==> src/rtl/dma_bus_arbiter_pkg.sv <==
// Shared constants for the DMA bus arbiter: FSM state encoding and block geometry.
package dma_bus_arbiter_pkg;

  localparam int unsigned STATE_W = 2;

  localparam logic [STATE_W-1:0] ST_IDLE     = 2'd0;
  localparam logic [STATE_W-1:0] ST_CMD      = 2'd1;
  localparam logic [STATE_W-1:0] ST_WAIT_GNT = 2'd2;
  localparam logic [STATE_W-1:0] ST_GRANT    = 2'd3;

  localparam int unsigned WORD_SIZE         = 32;
  localparam int unsigned DMA_BLOCK_WORDS   = 12;
  // DMA counts words 0..11 and then drops BR on interrupt, so BG stays high one extra cycle.
  localparam int unsigned DMA_NOMINAL_GRANT = DMA_BLOCK_WORDS + 1;

endpackage

==> src/rtl/dma_bus_arbiter_if.sv <==
// Handshake bundle between the DMA controller / CPU core and the bus arbiter.
//   dev_ready, cpu_mem_busy, BR, interrupt : towards the arbiter
//   cmd, BG, cpu_stall, dma_done, dma_err, xfer_count : from the arbiter
// Modports: slave = arbiter side, master = environment side.
interface dma_bus_arbiter_if #(
  parameter int unsigned CNT_W = 8
);

  logic             dev_ready;
  logic             cpu_mem_busy;
  logic             BR;
  logic             interrupt;
  logic             cmd;
  logic             BG;
  logic             cpu_stall;
  logic             dma_done;
  logic             dma_err;
  logic [CNT_W-1:0] xfer_count;

  modport slave (
    input  dev_ready, cpu_mem_busy, BR, interrupt,
    output cmd, BG, cpu_stall, dma_done, dma_err, xfer_count
  );

  modport master (
    output dev_ready, cpu_mem_busy, BR, interrupt,
    input  cmd, BG, cpu_stall, dma_done, dma_err, xfer_count
  );

endinterface

==> src/rtl/dma_bus_arbiter_wdog_timer.sv <==
// Grant watchdog: counts cycles while run is high, flags expiry on the CYCLES-th cycle.
//   CLK, reset_n : clock, async active-low reset
//   clear        : restart the count from zero
//   run          : count this cycle (grant active)
//   expire_c     : combinational, high during the CYCLES-th running cycle
module dma_bus_arbiter_wdog_timer #(
  parameter int unsigned CYCLES = 32
) (
  input  logic CLK,
  input  logic reset_n,
  input  logic clear,
  input  logic run,
  output logic expire_c
);

  localparam int unsigned CW = $clog2(CYCLES + 1);

  logic [CW-1:0] cnt_q;

  // Running cycle counter, holds at the expiry value.
  always_ff @(posedge CLK or negedge reset_n) begin
    if (!reset_n) begin
      cnt_q <= '0;
    end else if (clear) begin
      cnt_q <= '0;
    end else if (run && !expire_c) begin
      cnt_q <= cnt_q + CW'(1);
    end
  end

  assign expire_c = run && (cnt_q == CW'(CYCLES - 1));

endmodule

==> src/rtl/dma_bus_arbiter.sv <==
// CPU-side responder for the DMA bus handshake: issues cmd when a device block is ready,
// grants the bus once the CPU data port is idle, stalls the CPU during the grant, reports
// done/abort and counts completed transfers.
//   CLK, reset_n : clock, async active-low reset
//   bus (slave)  : dev_ready, cpu_mem_busy, BR, interrupt in;
//                  cmd, BG, cpu_stall, dma_done, dma_err, xfer_count out (all registered)
// Optional build macro DMA_WATCHDOG_EN adds a grant watchdog (WDOG_CYCLES).
module dma_bus_arbiter
  import dma_bus_arbiter_pkg::*;
#(
  parameter int unsigned CNT_W = 8
`ifdef DMA_WATCHDOG_EN
  , parameter int unsigned WDOG_CYCLES = 32
`endif
) (
  input  logic            CLK,
  input  logic            reset_n,
  dma_bus_arbiter_if.slave bus
);

  logic [STATE_W-1:0] state_q, state_d;
  logic               cmd_q, cmd_d;
  logic               bg_q, bg_d;
  logic               stall_q, stall_d;
  logic               done_q, done_d;
  logic               err_q, err_d;
  logic [CNT_W-1:0]   count_q, count_d;
  logic               pending_q, pending_d;
  logic               done_seen_q, done_seen_d;
  logic               br_ok;

`ifdef DMA_WATCHDOG_EN
  logic br_block_q, br_block_d;
  logic wdog_expire_c;

  dma_bus_arbiter_wdog_timer #(
    .CYCLES (WDOG_CYCLES)
  ) u_wdog (
    .CLK      (CLK),
    .reset_n  (reset_n),
    .clear    (state_q != ST_GRANT),
    .run      (state_q == ST_GRANT),
    .expire_c (wdog_expire_c)
  );
`endif

  // State and output registers.
  always_ff @(posedge CLK or negedge reset_n) begin
    if (!reset_n) begin
      state_q     <= ST_IDLE;
      cmd_q       <= 1'b0;
      bg_q        <= 1'b0;
      stall_q     <= 1'b0;
      done_q      <= 1'b0;
      err_q       <= 1'b0;
      count_q     <= '0;
      pending_q   <= 1'b0;
      done_seen_q <= 1'b0;
`ifdef DMA_WATCHDOG_EN
      br_block_q  <= 1'b0;
`endif
    end else begin
      state_q     <= state_d;
      cmd_q       <= cmd_d;
      bg_q        <= bg_d;
      stall_q     <= stall_d;
      done_q      <= done_d;
      err_q       <= err_d;
      count_q     <= count_d;
      pending_q   <= pending_d;
      done_seen_q <= done_seen_d;
`ifdef DMA_WATCHDOG_EN
      br_block_q  <= br_block_d;
`endif
    end
  end

  // Next-state and next-output logic.
  always_comb begin
    state_d     = state_q;
    cmd_d       = cmd_q;
    bg_d        = bg_q;
    stall_d     = stall_q;
    done_d      = 1'b0;
    err_d       = 1'b0;
    count_d     = count_q;
    pending_d   = pending_q;
    done_seen_d = done_seen_q;
`ifdef DMA_WATCHDOG_EN
    // A BR left high after a watchdog abort is ignored until it is seen low once.
    br_block_d  = br_block_q && bus.BR;
    br_ok       = bus.BR && !br_block_q;
`else
    br_ok       = bus.BR;
`endif

    // One-deep request queue for blocks that arrive while busy.
    if (bus.dev_ready && (state_q != ST_IDLE)) begin
      pending_d = 1'b1;
    end

    case (state_q)
      ST_IDLE: begin
        if (bus.dev_ready || pending_q) begin
          state_d   = ST_CMD;
          cmd_d     = 1'b1;
          pending_d = 1'b0;
        end
      end
      ST_CMD: begin
        if (br_ok) begin
          state_d = ST_WAIT_GNT;
          cmd_d   = 1'b0;
          stall_d = 1'b1;
        end
      end
      ST_WAIT_GNT: begin
        if (!bus.BR) begin
          state_d = ST_IDLE;
          stall_d = 1'b0;
          err_d   = 1'b1;
        end else if (!bus.cpu_mem_busy) begin
          state_d     = ST_GRANT;
          bg_d        = 1'b1;
          done_seen_d = 1'b0;
        end
      end
      ST_GRANT: begin
        if (bus.interrupt) begin
          done_seen_d = 1'b1;
        end
        if (!bus.BR) begin
          state_d = ST_IDLE;
          bg_d    = 1'b0;
          stall_d = 1'b0;
          if (done_seen_q || bus.interrupt) begin
            done_d  = 1'b1;
            count_d = count_q + CNT_W'(1);
          end else begin
            err_d = 1'b1;
          end
        end
`ifdef DMA_WATCHDOG_EN
        else if (wdog_expire_c) begin
          state_d    = ST_IDLE;
          bg_d       = 1'b0;
          stall_d    = 1'b0;
          err_d      = 1'b1;
          br_block_d = 1'b1;
        end
`endif
      end
      default: begin
        state_d = ST_IDLE;
      end
    endcase
  end

  assign bus.cmd        = cmd_q;
  assign bus.BG         = bg_q;
  assign bus.cpu_stall  = stall_q;
  assign bus.dma_done   = done_q;
  assign bus.dma_err    = err_q;
  assign bus.xfer_count = count_q;

endmodule

==> src/flat_wrapper.sv <==
// flat-port wrapper written by rule: the top's interface ports become plain ports
module dma_bus_arbiter_flat import dma_bus_arbiter_pkg::*;
#(
  parameter int unsigned CNT_W = 8

)
  (CLK, reset_n, bus_dev_ready, bus_cpu_mem_busy, bus_BR, bus_interrupt, bus_cmd, bus_BG, bus_cpu_stall, bus_dma_done, bus_dma_err, bus_xfer_count);
  dma_bus_arbiter_if #(.CNT_W(CNT_W)) bus_i ();
  input  logic CLK;
  input  logic reset_n;
  input wire logic [$bits(bus_i.dev_ready)-1:0] bus_dev_ready;
  input wire logic [$bits(bus_i.cpu_mem_busy)-1:0] bus_cpu_mem_busy;
  input wire logic [$bits(bus_i.BR)-1:0] bus_BR;
  input wire logic [$bits(bus_i.interrupt)-1:0] bus_interrupt;
  output wire logic [$bits(bus_i.cmd)-1:0] bus_cmd;
  output wire logic [$bits(bus_i.BG)-1:0] bus_BG;
  output wire logic [$bits(bus_i.cpu_stall)-1:0] bus_cpu_stall;
  output wire logic [$bits(bus_i.dma_done)-1:0] bus_dma_done;
  output wire logic [$bits(bus_i.dma_err)-1:0] bus_dma_err;
  output wire logic [$bits(bus_i.xfer_count)-1:0] bus_xfer_count;
  assign bus_i.dev_ready = bus_dev_ready;
  assign bus_i.cpu_mem_busy = bus_cpu_mem_busy;
  assign bus_i.BR = bus_BR;
  assign bus_i.interrupt = bus_interrupt;
  assign bus_cmd = bus_i.cmd;
  assign bus_BG = bus_i.BG;
  assign bus_cpu_stall = bus_i.cpu_stall;
  assign bus_dma_done = bus_i.dma_done;
  assign bus_dma_err = bus_i.dma_err;
  assign bus_xfer_count = bus_i.xfer_count;
  dma_bus_arbiter #(.CNT_W(CNT_W)) u_core (.CLK(CLK), .reset_n(reset_n), .bus(bus_i));
endmodule
==> config.mk <==
export PLATFORM = sky130hd
export DESIGN_NAME = dma_bus_arbiter_flat
export DESIGN_NICKNAME = d
export VERILOG_FILES = /design/src/rtl/dma_bus_arbiter_pkg.sv /design/src/rtl/dma_bus_arbiter_if.sv /design/src/rtl/dma_bus_arbiter_wdog_timer.sv /design/src/rtl/dma_bus_arbiter.sv /design/src/flat_wrapper.sv
export SDC_FILE = /design/constraint.sdc
export NUM_CORES = 1
export LEC_CHECK = 0
export ABC_CLOCK_PERIOD_IN_PS = 1400
export CORE_MARGIN = 2
export CORE_UTILIZATION = 30
export CTS_CLUSTER_SIZE = 24
export DETAILED_ROUTE_END_ITERATION = 6
export PLACE_DENSITY = 0.55
export SLEW_MARGIN = 20
export SYNTH_ARGS = -nofsm -noshare
export SYNTH_HDL_FRONTEND = slang
export SYNTH_SLANG_ARGS = --single-unit
==> constraint.sdc <==
create_clock -name CLK -period 1.4 [get_ports CLK]
set_input_delay 0.21 -clock CLK [delete_from_list [all_inputs] [get_ports CLK]]
set_output_delay 0.21 -clock CLK [all_outputs]
set_load 0.01 [all_outputs]
# Word level (Yosys, flattened, before mapping)
# Cells that the tools add are included.
# word_totals
ram_bits	0
output_inout_bits	13
latch_bits	0
mem_bits_ro	0
inputBits	6
ff_bits	17
mem_count	0
word_cells	66
# op_classes
n_eq_ne	11
div_mod_pow	0
magnitude_cmp	0
n_addsub	1
shift	0
n_reduce_logical	15
bitwise	1
mul	0
mux	29
# ops
cell	n
1-bit two-way mux	18
2-bit inequality test, second input constant	6
4-bit AND reduction	3
2-bit two-way mux	5
1-bit one-hot mux with 2 select lines	5
3-bit AND reduction	3
8-bit by 1-bit adder with 8-bit output, second input constant	1
2-bit one-hot mux with 4 select lines	1
2-bit nonzero test	4
2-bit equality test, second input constant	2
3-bit inequality test, second input constant	1
2-bit by 1-bit equality test with 1-bit output, second input constant	1
2-bit logical NOT	1
1-bit logical OR	2
2-bit by 1-bit inequality test with 1-bit output, second input constant	1
2-bit OR reduction	1
1-bit logical AND	1
1-bit NOT	1

# Longest topological paths before layout
# depth
word_depth	5
ltp_mapped	4
ltp_nobuf	4

# Least setup slack after synthesis
# OpenSTA, ideal clock, no wires.
# synth_timing
path_type	reg-to-reg
startpoint	reg u_core.done_seen_q
endpoint	reg u_core.count_q[1] (netlist: u_core.bus.xfer_count[1])
setup_ns	0.128
arrival_time_ns	1.024
setup_slack_ns	0.248
stages_incl_launch_ff	4
synth_period_minus_slack_ns	1.152
cell_sequence	dfrtp_1 o21ai_4 nor2_2 mux2_1
# synth_between
elab_chain_len	2
# synth_rtl
element	line_no	source
from (decl)	dma_bus_arbiter.sv:29	logic done_seen_q, done_seen_d;
from (signal assigned)	dma_bus_arbiter.sv:71	done_seen_q <= done_seen_d;
1-bit logical OR	dma_bus_arbiter.sv:136	if (done_seen_q || bus.interrupt) begin
3-bit AND reduction (no source line)	-	
to (signal assigned)	dma_bus_arbiter.sv:69	count_q <= count_d;
to (decl)	dma_bus_arbiter.sv:27	logic [CNT_W-1:0] count_q, count_d;
# No other way between the ends.
# A chain may end at the register's enable or synchronous reset.

# Final worst setup path
# layout_timing
startpoint	reg u_core.done_q (netlist: u_core.bus.dma_done)
endpoint	out bus_dma_done
# layout_lines
element	line_no	source
from (decl)	dma_bus_arbiter.sv:25	logic done_q, done_d;
from (signal assigned)	dma_bus_arbiter.sv:67	done_q <= done_d;
to (decl)	flat_wrapper.sv:18	output wire logic [$bits(bus_i.dma_done)-1:0] bus_dma_done;
# No word-level cell between the ends.

==> flow_metrics.py <==
metrics = {
    "grt": {
        "grt_usage_pct": 11.1,
        "grt_pass1_wl_um": 2390,
        "grt_max_degree": 18,
        "antenna_found_initial": 0,
        "overflow": 0,
        "grt_pass1_vias": 547,
    },
    "worst_setup_path": {
        "startpoint_type": "flop",
        "crit_cells": 1,
        "crit_required_ns": 1.19,
        "critical_path_class": "flop to output port",
        "crit_path_cell_trace": "clkdlybuf4s50_1",
        "critPathSlowestCell": "clkdlybuf4s50_1",
        "crit_family": "buffers and inverters",
        "cp-end-kind": "output port",
        "path_buf_inv": 1,
        "r2r.worst_path.cells": 3,
        "max_stage_delay_ns": 0.52,
        "crit_fanout": 1,
        "arrival_ns": 1.13,
    },
    "sta": {
        "period_share_pct": 95.8,
        "hold_violations": 0,
        "slew_headroom_pct": 80.9,
        "worst_hold_slack_ns": 0.241,
        "period_needed_ns": 1.34,
        "drv_slew": 0,
        "setup_viol": 0,
        "fmax_ghz": 0.746,
        "grt_setup_unrepaired": "false",
        "worstMarginPinSlew_ns": 0.285,
        "finClkSkew_ns": 0.00755,
        "tns_ns": 0,
    },
    "cells_and_area": {
        "n_antenna_cell": 0,
        "final_net_count": 109,
        "largest_reg_flops": 8,
        "n_fill_cell": 255,
        "layout-drive-gt1-share_pct": 26.7,
        "finalInstanceArea_um2": 1120,
        "syn_to_final_growth_pct": 43.2,
    },
    "routing": {
        "wl_um": 1400,
        "final_antenna_net_count": 0,
        "drt_first_pass_iters": 2,
        "vias": 594,
        "drt_iter0_drc": 8,
        "drc_errors": 0,
        "routedWlPerCell_um": 10.7,
        "avgViaCountPerCell": 4.53,
    },
    "logic_synthesis": {
        "synth_area_leaders": "dfrtp_1 (55%), xor2_1 (6.7%), nor4_2 (6.4%)",
        "yosys.area.top_type_share_pct": 54.6,
        "ys_ff_latch": 17,
        "ys_warn_count": 0,
        "synth_top_family_by_area": "simple AND/OR/NAND/NOR gates",
        "synth-edff-count": 0,
        "syn-mean-instance-area_um2": 11.6,
        "synth_area_um2": 779,
        "syn_nets": 74,
        "yosys-mux-area-fraction_pct": 1.44,
        "synth_commonest_cells": "dfrtp_1 (17), nor2_1 (6), xor2_1 (6)",
        "synth-main-ff-cell": "dfrtp_1",
        "synth_top_cell_by_area": "dfrtp_1",
        "synth.most_common_cell": "dfrtp_1",
        "synth-compound-area-share_pct": 10.1,
        "yosys.area_share.simple_pct": 20.5,
        "yosysUniqueCellTypes": 24,
        "synthAdderAreaFrac_pct": 1.61,
        "synth_seq_area_share_pct": 54.6,
        "synth_xor_area_share_pct": 7.87,
        "async_flop_share_pct": 100,
        "synthCells": 67,
    },
    "clock_network": {
        "cts_tree": "built",
        "hold_buffers": 0,
        "clkTransAtPathRegs_ns": 0.10,
        "root_buffer": "clkbuf_4",
        "cts_buffer_depth": 2,
        "clock_sinks": 17,
        "h-tree-depth": 1,
        "numCtsBuffers": 3,
        "clock_latency_ns": 0.28,
    },
    "die": {
        "die-area_um2": 3020,
        "initial_utilization_pct": 31.5,
        "core_area_um2": 2480,
        "row_count": 18,
        "io_pins": 19,
        "dieWidth_um": 55.0,
        "die_h_um": 55.0,
    },
    "power_and_ir_drop": {
        "pwr_density_cell_nw_per_um2": 1570,
        "p_leak_nw": 0.595,
        "power_mw": 1.75,
        "ir_drop_mv": 0.787,
    },
    "place": {
        "dp_hpwl_um": 1070,
        "gp_congestion": 0.713,
        "placed_cell_area_um2": 1030,
        "io_buffer_count": 18,
    },
    "min_path": {
        "hold_path_class": "primary input to asynchronous set/reset pin",
    },
    "flow_run": {
        "max_cap_violations": 0,
    },
    "status": {
        "status": "finished, final reports clean",
    },
}
## per-stage QoR
stage | utilization (%) | setup slack, ns | std cells
6_report | 45.1 | 0.0594 | 131
5_1_grt | 45.1 | 0.000581 | 131
4_1_cts | 44.6 | 0.00349 | 131
3_5_place_dp | 41.8 | -0.109 | 120
3_3_place_gp | 41.8 | -0.0896 | 120
2_1_floorplan | - | 0.248 | 67
## area by class of cell
class / count / area, um^2 / share of cell area, %
clock buffer: 3 / 22.5 / 2.02
multi-input combinational: 44 / 324 / 29.0
tap: 30 / 37.5 / 3.36
clock inverter: 1 / 5.00 / 0.448
sequential: 17 / 427 / 38.2
timing repair buffer: 32 / 285 / 25.6
inverter: 4 / 15.0 / 1.35
## worst reg2reg max path: stages (launching register included)
cell	delay, ns
dfrtp_1	0.51
nand2b_1	0.17
nor2_2	0.14
mux2_1	0.32
## per-layer routing
metal  track usage, %  vias to the layer above  part of all wire [%]
met5                0                        -                     0
met4             2.44                        0                     0
met3             3.23                        0                   6.0
met2             17.7                       14                    44
met1             15.0                      282                    50
li1                 -                      298                     -
## where the power goes
| part | leakage (nW) | internal [mW] | switching [mW] | total, mW |
|---|---|---|---|---|
| Sequential | 0.208 | 0.640 | 0.111 | 0.751 |
| Combinational | 0.369 | 0.387 | 0.360 | 0.747 |
| Clock | 0.0177 | 0.106 | 0.150 | 0.256 |
| Total | 0.595 | 1.13 | 0.621 | 1.75 |
## placed cells by master, fill, tap and decap left out
cell type	n
a21o_1	1
a21oi_1	5
a2bb2oi_1	1
buf_4	14
clkbuf_4	3
clkdlybuf4s50_1	6
clkinv_2	1
dfrtp_1	16
dfrtp_2	1
dlygate4sd2_1	8
dlymetal6s2s_1	4
ha_1	1
inv_1	4
mux2_1	1
nand2_1	4
nand2b_1	1
nand3_1	1
nand3b_1	1
nand3b_4	1
nand4_1	1
nor2_1	6
nor2_2	1
nor2b_1	1
nor3_1	3
nor4_2	4
o21ai_0	2
o21ai_4	1
o221a_2	1
xnor2_1	1
xor2_1	6
## worst paths after layout
| kind | start | endpoint | slack, ns |
|---|---|---|---|
| max in group asynchronous | reset_n | u_core.bus.xfer_count[2] | 0.95 |
| hold reg to reg | u_core.bus.xfer_count[7] | u_core.bus.xfer_count[7] | 0.47 |
| setup / recovery | u_core.bus.dma_done | bus_dma_done | 0.06 |
| hold / removal | reset_n | u_core.pending_q | 0.24 |
| setup reg to reg | u_core.state_q[1] | u_core.bus.xfer_count[1] | 0.14 |
| min in group CLK | u_core.bus.xfer_count[7] | u_core.bus.xfer_count[7] | 0.47 |
## kinds of logic after synthesis
kind of cell | Yosys count
AND/OR/NAND/NOR | 24
flip-flops | 17
AO/OA/AOI/OAI | 11
XOR/XNOR | 7
buffers and inverters | 6
multiplexers | 1
adder cells (fa/ha/maj) | 1
## timing repair
item / CTS / global route
resized for setup: 9 / 4
setup endpoints to repair: 11 / 4
buffers inserted: 7 / 0
(Power assumes the default switching activity.)
